--- src/rtl/ws2812_pkg.sv ---
// rtl/ws2812_pkg.sv - shared WS2812 timing defaults, state encoding and ns->cycle conversion
//
// Purpose : common definitions for the WS2812 transmitter and the LED-side decoder.
//           Bit timings are kept in nanoseconds and converted to clock cycles at the
//           reference clock frequency with WS2812_NS2CYC / ns2cyc (rounded to nearest).
// Ports   : none (package).

`ifndef WS2812_NS2CYC
`define WS2812_NS2CYC(ns, mhz) ((((ns) * (mhz)) + 500) / 1000)
`endif

package ws2812_pkg;

   localparam int CLK_MHZ = 100;

   localparam int T0H_NS  = 350;
   localparam int T0L_NS  = 800;
   localparam int T1H_NS  = 700;
   localparam int T1L_NS  = 600;
   localparam int RET_NS  = 50000;

   localparam int PIXEL_W = 24;

   typedef enum logic [1:0] {
      ST_GAP  = 2'd0,
      ST_IDLE = 2'd1,
      ST_HIGH = 2'd2,
      ST_LOW  = 2'd3
   } state_t;

   function automatic int ns2cyc(input int ns);
      return `WS2812_NS2CYC(ns, CLK_MHZ);
   endfunction

endpackage

--- src/rtl/ws2812_phase_timer.sv ---
// rtl/ws2812_phase_timer.sv - loadable down-counter with a terminal-count strobe
//
// Purpose : times one line phase. Load N-1 to get a phase of exactly N cycles; o_done
//           is high in the final cycle of the phase. The counter parks at zero.
// Ports   : i_clk       clock
//           i_rst       synchronous active-high reset, reloads RST_VAL
//           i_load      load i_load_val at the next edge (wins over counting)
//           i_load_val  value to load (phase length minus one)
//           o_done      counter is zero

module ws2812_phase_timer #(
   parameter int           W       = 13,
   parameter logic [W-1:0] RST_VAL = '0
) (
   input  logic         i_clk,
   input  logic         i_rst,
   input  logic         i_load,
   input  logic [W-1:0] i_load_val,
   output logic         o_done
);

   logic [W-1:0] cnt_q, cnt_d;

   always_comb begin
      cnt_d = cnt_q;
      if (i_load) begin
         cnt_d = i_load_val;
      end else if (cnt_q != '0) begin
         cnt_d = cnt_q - W'(1);
      end
   end

   always_ff @(posedge i_clk) begin
      if (i_rst) begin
         cnt_q <= RST_VAL;
      end else begin
         cnt_q <= cnt_d;
      end
   end

   assign o_done = (cnt_q == '0);

endmodule

--- src/rtl/ws2812_tx.sv ---
// rtl/ws2812_tx.sv - WS2812 NRZ serialiser with one-word holding register and latch gap
//
// Purpose : accepts 24-bit pixels over valid/ready and drives them MSB-first as WS2812
//           pulses on o_serial. Each frame ends (i_last, or an underrun) with a low
//           latch gap of RET_CYC cycles. Reset also starts with a full gap.
// Ports   : i_clk, i_rst          clock, synchronous active-high reset
//           i_data, i_last        pixel word and end-of-frame flag
//           i_valid, o_ready      handshake; transfer on i_valid & o_ready at an edge
//           o_serial              registered WS2812 line
//           o_busy                FSM not idle
//           o_underrun            one-cycle pulse: no word ready at a mid-frame boundary
//           o_underrun_cnt        16-bit saturating underrun count
//                                 (only when WS2812_UNDERRUN_CNT_EN is defined)

module ws2812_tx
   import ws2812_pkg::*;
#(
   parameter int T0H_CYC = ns2cyc(T0H_NS),
   parameter int T0L_CYC = ns2cyc(T0L_NS),
   parameter int T1H_CYC = ns2cyc(T1H_NS),
   parameter int T1L_CYC = ns2cyc(T1L_NS),
   parameter int RET_CYC = ns2cyc(RET_NS)
) (
   input  logic               i_clk,
   input  logic               i_rst,
   input  logic [PIXEL_W-1:0] i_data,
   input  logic               i_last,
   input  logic               i_valid,
   output logic               o_ready,
   output logic               o_serial,
   output logic               o_busy,
   output logic               o_underrun
`ifdef WS2812_UNDERRUN_CNT_EN
   ,
   output logic [15:0]        o_underrun_cnt
`endif
);

   localparam int CW = $clog2(RET_CYC);
   localparam int BW = $clog2(PIXEL_W);

   localparam logic [CW-1:0] T0H_LD = CW'(T0H_CYC - 1);
   localparam logic [CW-1:0] T0L_LD = CW'(T0L_CYC - 1);
   localparam logic [CW-1:0] T1H_LD = CW'(T1H_CYC - 1);
   localparam logic [CW-1:0] T1L_LD = CW'(T1L_CYC - 1);
   localparam logic [CW-1:0] RET_LD = CW'(RET_CYC - 1);
   localparam logic [BW-1:0] LAST_BIT = BW'(PIXEL_W - 1);

   state_t               state_q, state_d;
   logic                 serial_q, serial_d;
   logic                 busy_q, busy_d;
   logic                 ready_q, ready_d;
   logic                 underrun_q, underrun_d;
   logic                 hold_full_q, hold_full_d;
   logic                 hold_last_q, hold_last_d;
   logic [PIXEL_W-1:0]   hold_data_q, hold_data_d;
   logic [PIXEL_W-1:0]   shift_q, shift_d;
   logic                 last_q, last_d;
   logic [BW-1:0]        bitcnt_q, bitcnt_d;

   logic                 take_hold;
   logic                 tmr_load;
   logic [CW-1:0]        tmr_val;
   logic                 tmr_done;

   ws2812_phase_timer #(
      .W       (CW),
      .RST_VAL (RET_LD)
   ) u_timer (
      .i_clk      (i_clk),
      .i_rst      (i_rst),
      .i_load     (tmr_load),
      .i_load_val (tmr_val),
      .o_done     (tmr_done)
   );

   always_comb begin
      state_d     = state_q;
      serial_d    = serial_q;
      underrun_d  = 1'b0;
      hold_full_d = hold_full_q;
      hold_last_d = hold_last_q;
      hold_data_d = hold_data_q;
      shift_d     = shift_q;
      last_d      = last_q;
      bitcnt_d    = bitcnt_q;
      take_hold   = 1'b0;
      tmr_load    = 1'b0;
      tmr_val     = RET_LD;

      // ready_q is ~hold_full_q, so a fill never collides with a drain of the same entry
      if (i_valid && ready_q) begin
         hold_full_d = 1'b1;
         hold_data_d = i_data;
         hold_last_d = i_last;
      end

      case (state_q)
         ST_GAP: begin
            serial_d = 1'b0;
            if (tmr_done) begin
               state_d = ST_IDLE;
            end
         end
         ST_IDLE: begin
            if (hold_full_q) begin
               take_hold = 1'b1;
            end
         end
         ST_HIGH: begin
            if (tmr_done) begin
               state_d  = ST_LOW;
               serial_d = 1'b0;
               tmr_load = 1'b1;
               tmr_val  = shift_q[PIXEL_W-1] ? T1L_LD : T0L_LD;
            end
         end
         ST_LOW: begin
            if (tmr_done) begin
               if (bitcnt_q != '0) begin
                  // next bit's MSB is the one below the current MSB
                  shift_d  = {shift_q[PIXEL_W-2:0], 1'b0};
                  bitcnt_d = bitcnt_q - BW'(1);
                  state_d  = ST_HIGH;
                  serial_d = 1'b1;
                  tmr_load = 1'b1;
                  tmr_val  = shift_q[PIXEL_W-2] ? T1H_LD : T0H_LD;
               end else if (last_q) begin
                  state_d  = ST_GAP;
                  tmr_load = 1'b1;
                  tmr_val  = RET_LD;
               end else if (hold_full_q) begin
                  take_hold = 1'b1;
               end else begin
                  underrun_d = 1'b1;
                  state_d    = ST_GAP;
                  tmr_load   = 1'b1;
                  tmr_val    = RET_LD;
               end
            end
         end
         default: begin
            state_d = ST_GAP;
         end
      endcase

      // start a new pixel straight from the holding register (from IDLE or a boundary)
      if (take_hold) begin
         shift_d     = hold_data_q;
         last_d      = hold_last_q;
         hold_full_d = 1'b0;
         bitcnt_d    = LAST_BIT;
         state_d     = ST_HIGH;
         serial_d    = 1'b1;
         tmr_load    = 1'b1;
         tmr_val     = hold_data_q[PIXEL_W-1] ? T1H_LD : T0H_LD;
      end

      busy_d  = (state_d != ST_IDLE);
      ready_d = ~hold_full_d;
   end

   always_ff @(posedge i_clk) begin
      if (i_rst) begin
         state_q     <= ST_GAP;
         serial_q    <= 1'b0;
         busy_q      <= 1'b1;
         ready_q     <= 1'b1;
         underrun_q  <= 1'b0;
         hold_full_q <= 1'b0;
         hold_last_q <= 1'b0;
         hold_data_q <= '0;
         shift_q     <= '0;
         last_q      <= 1'b0;
         bitcnt_q    <= '0;
      end else begin
         state_q     <= state_d;
         serial_q    <= serial_d;
         busy_q      <= busy_d;
         ready_q     <= ready_d;
         underrun_q  <= underrun_d;
         hold_full_q <= hold_full_d;
         hold_last_q <= hold_last_d;
         hold_data_q <= hold_data_d;
         shift_q     <= shift_d;
         last_q      <= last_d;
         bitcnt_q    <= bitcnt_d;
      end
   end

   assign o_ready    = ready_q;
   assign o_serial   = serial_q;
   assign o_busy     = busy_q;
   assign o_underrun = underrun_q;

`ifdef WS2812_UNDERRUN_CNT_EN
   logic [15:0] urun_cnt_q, urun_cnt_d;

   always_comb begin
      urun_cnt_d = urun_cnt_q;
      if (underrun_q && (urun_cnt_q != 16'hFFFF)) begin
         urun_cnt_d = urun_cnt_q + 16'd1;
      end
   end

   always_ff @(posedge i_clk) begin
      if (i_rst) begin
         urun_cnt_q <= '0;
      end else begin
         urun_cnt_q <= urun_cnt_d;
      end
   end

   assign o_underrun_cnt = urun_cnt_q;
`endif

endmodule

--- config.mk ---
export PLATFORM = sky130hd
export DESIGN_NAME = ws2812_tx
export DESIGN_NICKNAME = d
export VERILOG_FILES = /design/src/rtl/ws2812_pkg.sv /design/src/rtl/ws2812_phase_timer.sv /design/src/rtl/ws2812_tx.sv
export SDC_FILE = /design/constraint.sdc
export NUM_CORES = 1
export LEC_CHECK = 0
export BUFFER_PORTS_ARGS = -buffer_cell sky130_fd_sc_hd__buf_2
export CAP_MARGIN = 20
export CORE_MARGIN = 8
export CORE_UTILIZATION = 45
export CTS_BUF_LIST = sky130_fd_sc_hd__clkbuf_4
export CTS_CLUSTER_DIAMETER = 150
export DETAILED_ROUTE_END_ITERATION = 10
export PLACE_DENSITY = 0.66
export SYNTH_ARGS = -nofsm -noshare
export SYNTH_HDL_FRONTEND = slang
export SYNTH_SLANG_ARGS = --single-unit
--- constraint.sdc ---
create_clock -name i_clk -period 2 [get_ports i_clk]
set_input_delay 0.3 -clock i_clk [delete_from_list [all_inputs] [get_ports i_clk]]
set_output_delay 0.3 -clock i_clk [all_outputs]
set_load 0.01 [all_outputs]
; ---- Word level (Yosys, flattened, before mapping)
; Index checks and enable logic that the tools add are counted.
[word_totals]
in_bits = 28
out_inout_bits = 4
elab_cells = 85
ff_bits = 75
[classes]
add_sub_neg = 2
bitwise_logic = 3
reduce_logical = 15
eq_ne = 7
muxes = 45
[ops]
columns = cell, n
row1 = 24-bit 2-to-1 mux, 4
row2 = 13-bit 2-to-1 mux, 6
row3 = 13-bit case mux with 2 select lines, 1
row4 = 7-bit 2-to-1 mux, 3
row5 = 5-bit 2-to-1 mux, 4
row6 = 1-bit 2-to-1 mux, 16
row7 = 2-bit 2-to-1 mux, 7
row8 = 13-bit zero test, 1
row9 = 13-bit nonzero test, 1
row10 = "13-bit by 1-bit subtractor with 13-bit output, second input constant", 1
row11 = "3-bit inequality test, second input constant", 3
row12 = 2-bit nonzero test, 4
row13 = 2-bit case mux with 3 select lines, 1
row14 = 3-bit AND reduction, 2
row15 = 5-bit nonzero test, 1
row16 = 5-bit OR reduction, 1
row17 = "5-bit by 1-bit subtractor with 5-bit output, second input constant", 1
row18 = "2-bit == test, second input constant", 2
row19 = 1-bit case mux with 2 select lines, 2
row20 = 4-bit AND reduction, 1
row21 = 4-bit nonzero test, 1
row22 = 1-bit inverter, 3
row23 = 1-bit case mux with 3 select lines, 1
row24 = "2-bit by 1-bit == test with 1-bit output, second input constant", 1
row25 = other kinds (4), 4

; ---- Longest topological paths before layout
[depth]
ltp_word = 7
mapped_depth = 9
ltp_nobuf = 7

; ---- Hierarchy
; A second synthesis with hierarchy kept.
[unflattened]
cells_unflattened = 415
area_unflattened_um2 = 3442.1
[by_module_without_submodules]
columns = module, cells_per_inst, n_inst, area_each_um2, seq_area_each_um2
row1 = ws2812_tx, 323, 1, 2655.0, 1241.2
row2 = ws2812_phase_timer, 92, 1, 787.0, 260.2

; ---- Worst setup path after synthesis
; Ideal clock, no wire load.
[synth_timing]
kind = flip-flop to flip-flop
from = register u_timer.cnt_q[0]
to = register busy_q, in the netlist o_busy
slack_ns = 0.163
t_arrival_ns = 1.710
stages_incl_launch_ff = 9
path_buffers = 2
synth_period_minus_slack_ns = 1.837
required_time_ns = 1.873
setup_time_ns = 0.127
cell_sequence = dfxtp_1 -> inv_1 -> ha_1 -> nor3b_1 -> and4_1 -> buf_4 -> buf_6 -> a21boi_1 -> or3_1
[synth_between]
elab_chain_cells = 5
elab_cells_between_ends = 9
classes_between = eq/ne (1) / mux (7) / reduce/logical (1)
[synth_rtl]
columns = item, line_no
row1 = start: declaration, ws2812_phase_timer.sv:22  ; logic [W-1:0] cnt_q, cnt_d;
row2 = start signal: assignment, ws2812_phase_timer.sv:37  ; cnt_q <= cnt_d;
row3 = 13-bit zero test (*), ws2812_phase_timer.sv:41  ; assign o_done = (cnt_q == '0);
row4 = "2-bit 2-to-1 mux, or another cell as far along", ws2812_tx.sv:119  ; if (tmr_done) begin
row5 = 2-bit case mux with 3 select lines / 1-bit case mux with 2 select lines (equally long branches), ws2812_tx.sv:98  ; case (state_q)
row6 = 2-bit 2-to-1 mux (*), ws2812_tx.sv:148  ; if (take_hold) begin
row7 = 2-bit by 1-bit inequality test with 1-bit output (*), ws2812_tx.sv:159  ; busy_d = (state_d != ST_IDLE);
row8 = end signal: assignment, ws2812_tx.sv:179  ; busy_q <= busy_d;
row9 = end: declaration, ws2812_tx.sv:51  ; logic busy_q, busy_d;
; Mark *: on every way between the ends. The rest lies on a longest branch, timed or not.
; A chain may end at the register's enable or synchronous reset.

; ---- Final worst setup path
[layout_timing]
from = register u_timer.cnt_q[0]
to = register u_timer.cnt_q[5]
[layout_between]
elab_chain_cells = 5
elab_cells_between_ends = 16
classes_between = add/sub (1) / mux (12) / reduce/logical (3)
[layout_rtl]
columns = item
row1 = "parallel branches: the longest is 5 deep, another holds 13-bit by 1-bit subtractor with 13-bit output"
; Several ways; the timed one is not identified. The select of a mux whose other input is x is not followed.

==> impl_metrics.env <==
export IMPL_status="finished clean"
export IMPL_startpoint_type="register"
export IMPL_viasPerCell=5.28
export IMPL_cts_max_level=3
export IMPL_fin_ws_ps=52.8
export IMPL_p_sw_uw=707
export IMPL_wl_per_cell_um=14.4
export IMPL_core_area_um2=7140
export IMPL_grt_antenna_before_repair=0
export IMPL_ys_top_cells_by_area="dfxtp_1 (46%), a21oi_1 (9.5%), nand2_1 (7.9%)"
export IMPL_ant_nets=0
export IMPL_synth_top_area_share_pct=46.0
export IMPL_cts_root_buf="clkbuf_4"
export IMPL_drtIter0Drc=151
export IMPL_syn_cell_area_um2=3260
export IMPL_clock_sinks=75
export IMPL_power_frac_comb_pct=6.9
export IMPL_std_cell_rows=31
export IMPL_nFillCells=702
export IMPL_crit_required_ps=2360
export IMPL_worstSkewPairLatency_ps=420
export IMPL_grt_max_degree=51
export IMPL_die_x_um=101
export IMPL_io_buffer_count=31
export IMPL_nets=460
export IMPL_synth_nets=411
export IMPL_routed_wl_mm=7.68
export IMPL_grt_use_total_pct=15.7
export IMPL_place_hpwl_mm=5.16
export IMPL_clk_pin_slew_ps=140
export IMPL_hold_path_class="input port to register"
export IMPL_p_leak_nw=1.72
export IMPL_initial_core_util_pct=45.7
export IMPL_critPathKind="register to register"
export IMPL_grt_ovfl_total=0
export IMPL_maxCapViolations=0
export IMPL_ys_seq_area_share_pct=46.0
export IMPL_cts_buffers_inserted=9
export IMPL_relSlewSlack_pct=62.7
export IMPL_multi_input_area_um2=1720
export IMPL_critical_path_peak_fanout=7
export IMPL_hold_viol=0
export IMPL_period_minus_slack_ps=1950
export IMPL_seq_area_um2=1500
export IMPL_synth_top_area_cell="dfxtp_1"
export IMPL_p_seq_share_pct=54.9
export IMPL_fin_area_um2=3990
export IMPL_route_detailed_drc=0
export IMPL_dieHeight_um=101
export IMPL_worst_slew_pin_slew_ps=558
export IMPL_vias=2817
export IMPL_yosysUniqueCellTypes=55
export IMPL_die_area_um2=10200
export IMPL_diodes=0
export IMPL_gp_congestion=0.890
export IMPL_setup_viol=0
export IMPL_grt_pass1_wl_mm=12.9
export IMPL_placedCellCount=515
export IMPL_ys_ff_latch=75
export IMPL_p_clk_share_pct=38.2
export IMPL_drive_gt1_share_pct=23.2
export IMPL_fmax_mhz=514
export IMPL_dpl_cell_area_um2=3690
export IMPL_dr_pass1_iters=4
export IMPL_cts_buffer_depth=2
export IMPL_avgSynthCellArea_um2=8.56
export IMPL_drv_slew=0
export IMPL_vdd_ir_drop_max_mv=0.394
export IMPL_post_place_ws_ps=-33.3
export IMPL_ys_warn_count=0
export IMPL_crit_path_end_kind="register"
export IMPL_fin_skew_ps=14.8
export IMPL_synth_edf_count=0
export IMPL_p_sw_share_pct=24.9
export IMPL_syn2layout_area_growth_pct=22.3
export IMPL_synth_cells=381
export IMPL_crit_arrival_ps=2300
export IMPL_ios=32
export IMPL_rsz0062_at_grt="true"
export IMPL_intPower_mw=2.13
export IMPL_cts_tree="done"
export IMPL_fin_tns_setup_ps=0
export IMPL_period_share_pct=97.4
export IMPL_final_common_cell="dfxtp_1"
export IMPL_synthFlopType="dfxtp_1"
export IMPL_most_common_layout_cells="dfxtp_1 (75), nand2_1 (68), a21oi_1 (61)"
export IMPL_synth_async_reset_ratio_pct=0
export IMPL_stdcell_count=534
export IMPL_power_density_nw_per_um2=713
export IMPL_grt_pass1_vias=2800
per-stage QoR:
stage	power [mW]	hold WS (ps)	util [%]
after global routing	2.97	67.5	55.9
final	2.84	91.4	55.9
after global placement	1.77	440	51.7
after CTS	2.86	71.2	54.3
after floorplan	1.70	433	-
after detailed placement	1.78	445	51.7
logic make-up (layout without fill, tap and decap cells):
family | Yosys count | count (layout) | synth area share (%)
simple gates | 128 | 128 | 19.1
buf+inv | 30 | 84 | 4.26
flops | 75 | 75 | 46.0
xor+xnor | 8 | 8 | 2.15
fa+ha+maj | 2 | 2 | 0.767
mux | 24 | 24 | 7.41
compound gates | 114 | 114 | 20.2
sequential cells by signal, indices dropped and copies added (netlist names):
register,cells
bitcnt_q,5
o_underrun,1
hold_full_q,1
o_busy,1
state_q,2
u_timer.cnt_q,13
o_serial,1
hold_last_q,1
shift_q,24
hold_data_q,24
o_ready,1
last_q,1
routing by layer:
layer | global-route usage [%] | share of wire [%] | vias to the layer above
met5 | 0 | 0 | -
met4 | 8.82 | 3.1 | 0
met3 | 2.97 | 3.9 | 23
met2 | 25.0 | 46 | 70
met1 | 19.5 | 47 | 1279
li1 | - | - | 1445
power groups by stage:
stage          Sequential [mW]  Combinational [mW]  Clock, mW
2_1_floorplan             1.59               0.112          0
3_3_place_gp              1.59               0.183          0
3_5_place_dp              1.59               0.187          0
4_1_cts                   1.56               0.189       1.11
5_1_grt                   1.57               0.221       1.18
6_report                  1.56               0.195       1.09
path summary, 6_finish.rpt:
check                   start               end  slack [ps]  depth (start not counted)
max          u_timer.cnt_q[0]  u_timer.cnt_q[5]          50                          8
min                 i_data[5]    hold_data_q[5]          90                          3
min reg2reg    hold_data_q[1]    hold_data_q[1]         460                          2
max reg2reg  u_timer.cnt_q[0]  u_timer.cnt_q[5]          50                          8
area by class of cell:
class / instances / share of cell area (%)
multi-input cells: 276 / 43.1
flip-flops and latches: 75 / 37.7
repair buffers: 63 / 11.5
well taps: 99 / 3.11
clock inverters: 7 / 2.45
clock buffers: 9 / 1.69
inverters: 5 / 0.471
Yosys cell counts (all sizes together) (2+ instances only):
master,number
nor4,4
nor3,11
xnor2,5
o311ai,2
mux2i,23
dfxtp,75
a31oi,5
nand2b,3
nor2,16
buf,8
o31ai,5
clkbuf,17
o21ai,27
inv,4
or3,4
xor2,3
or4,2
nor2b,2
and2,3
nand3,5
a21oi,62
ha,2
nand2,70
timing repair:
item / CTS / global route
pin swaps: 0 / 7
setup endpoints to repair: 10 / 41
setup buffers: 0 / 2
hold buffers: 0 / 0
gates resized for setup: 3 / 23
gates cloned: 0 / 1
critical path, stage by stage (launching register included):
cell	delay (ps)
dfxtp_1	330
inv_1	70
ha_2	190
nor3b_4	240
nand4_1	210
buf_4	220
buf_4	160
a221o_1	320
a21oi_1	140
Note: power is estimated with default switching activity, not from simulation.
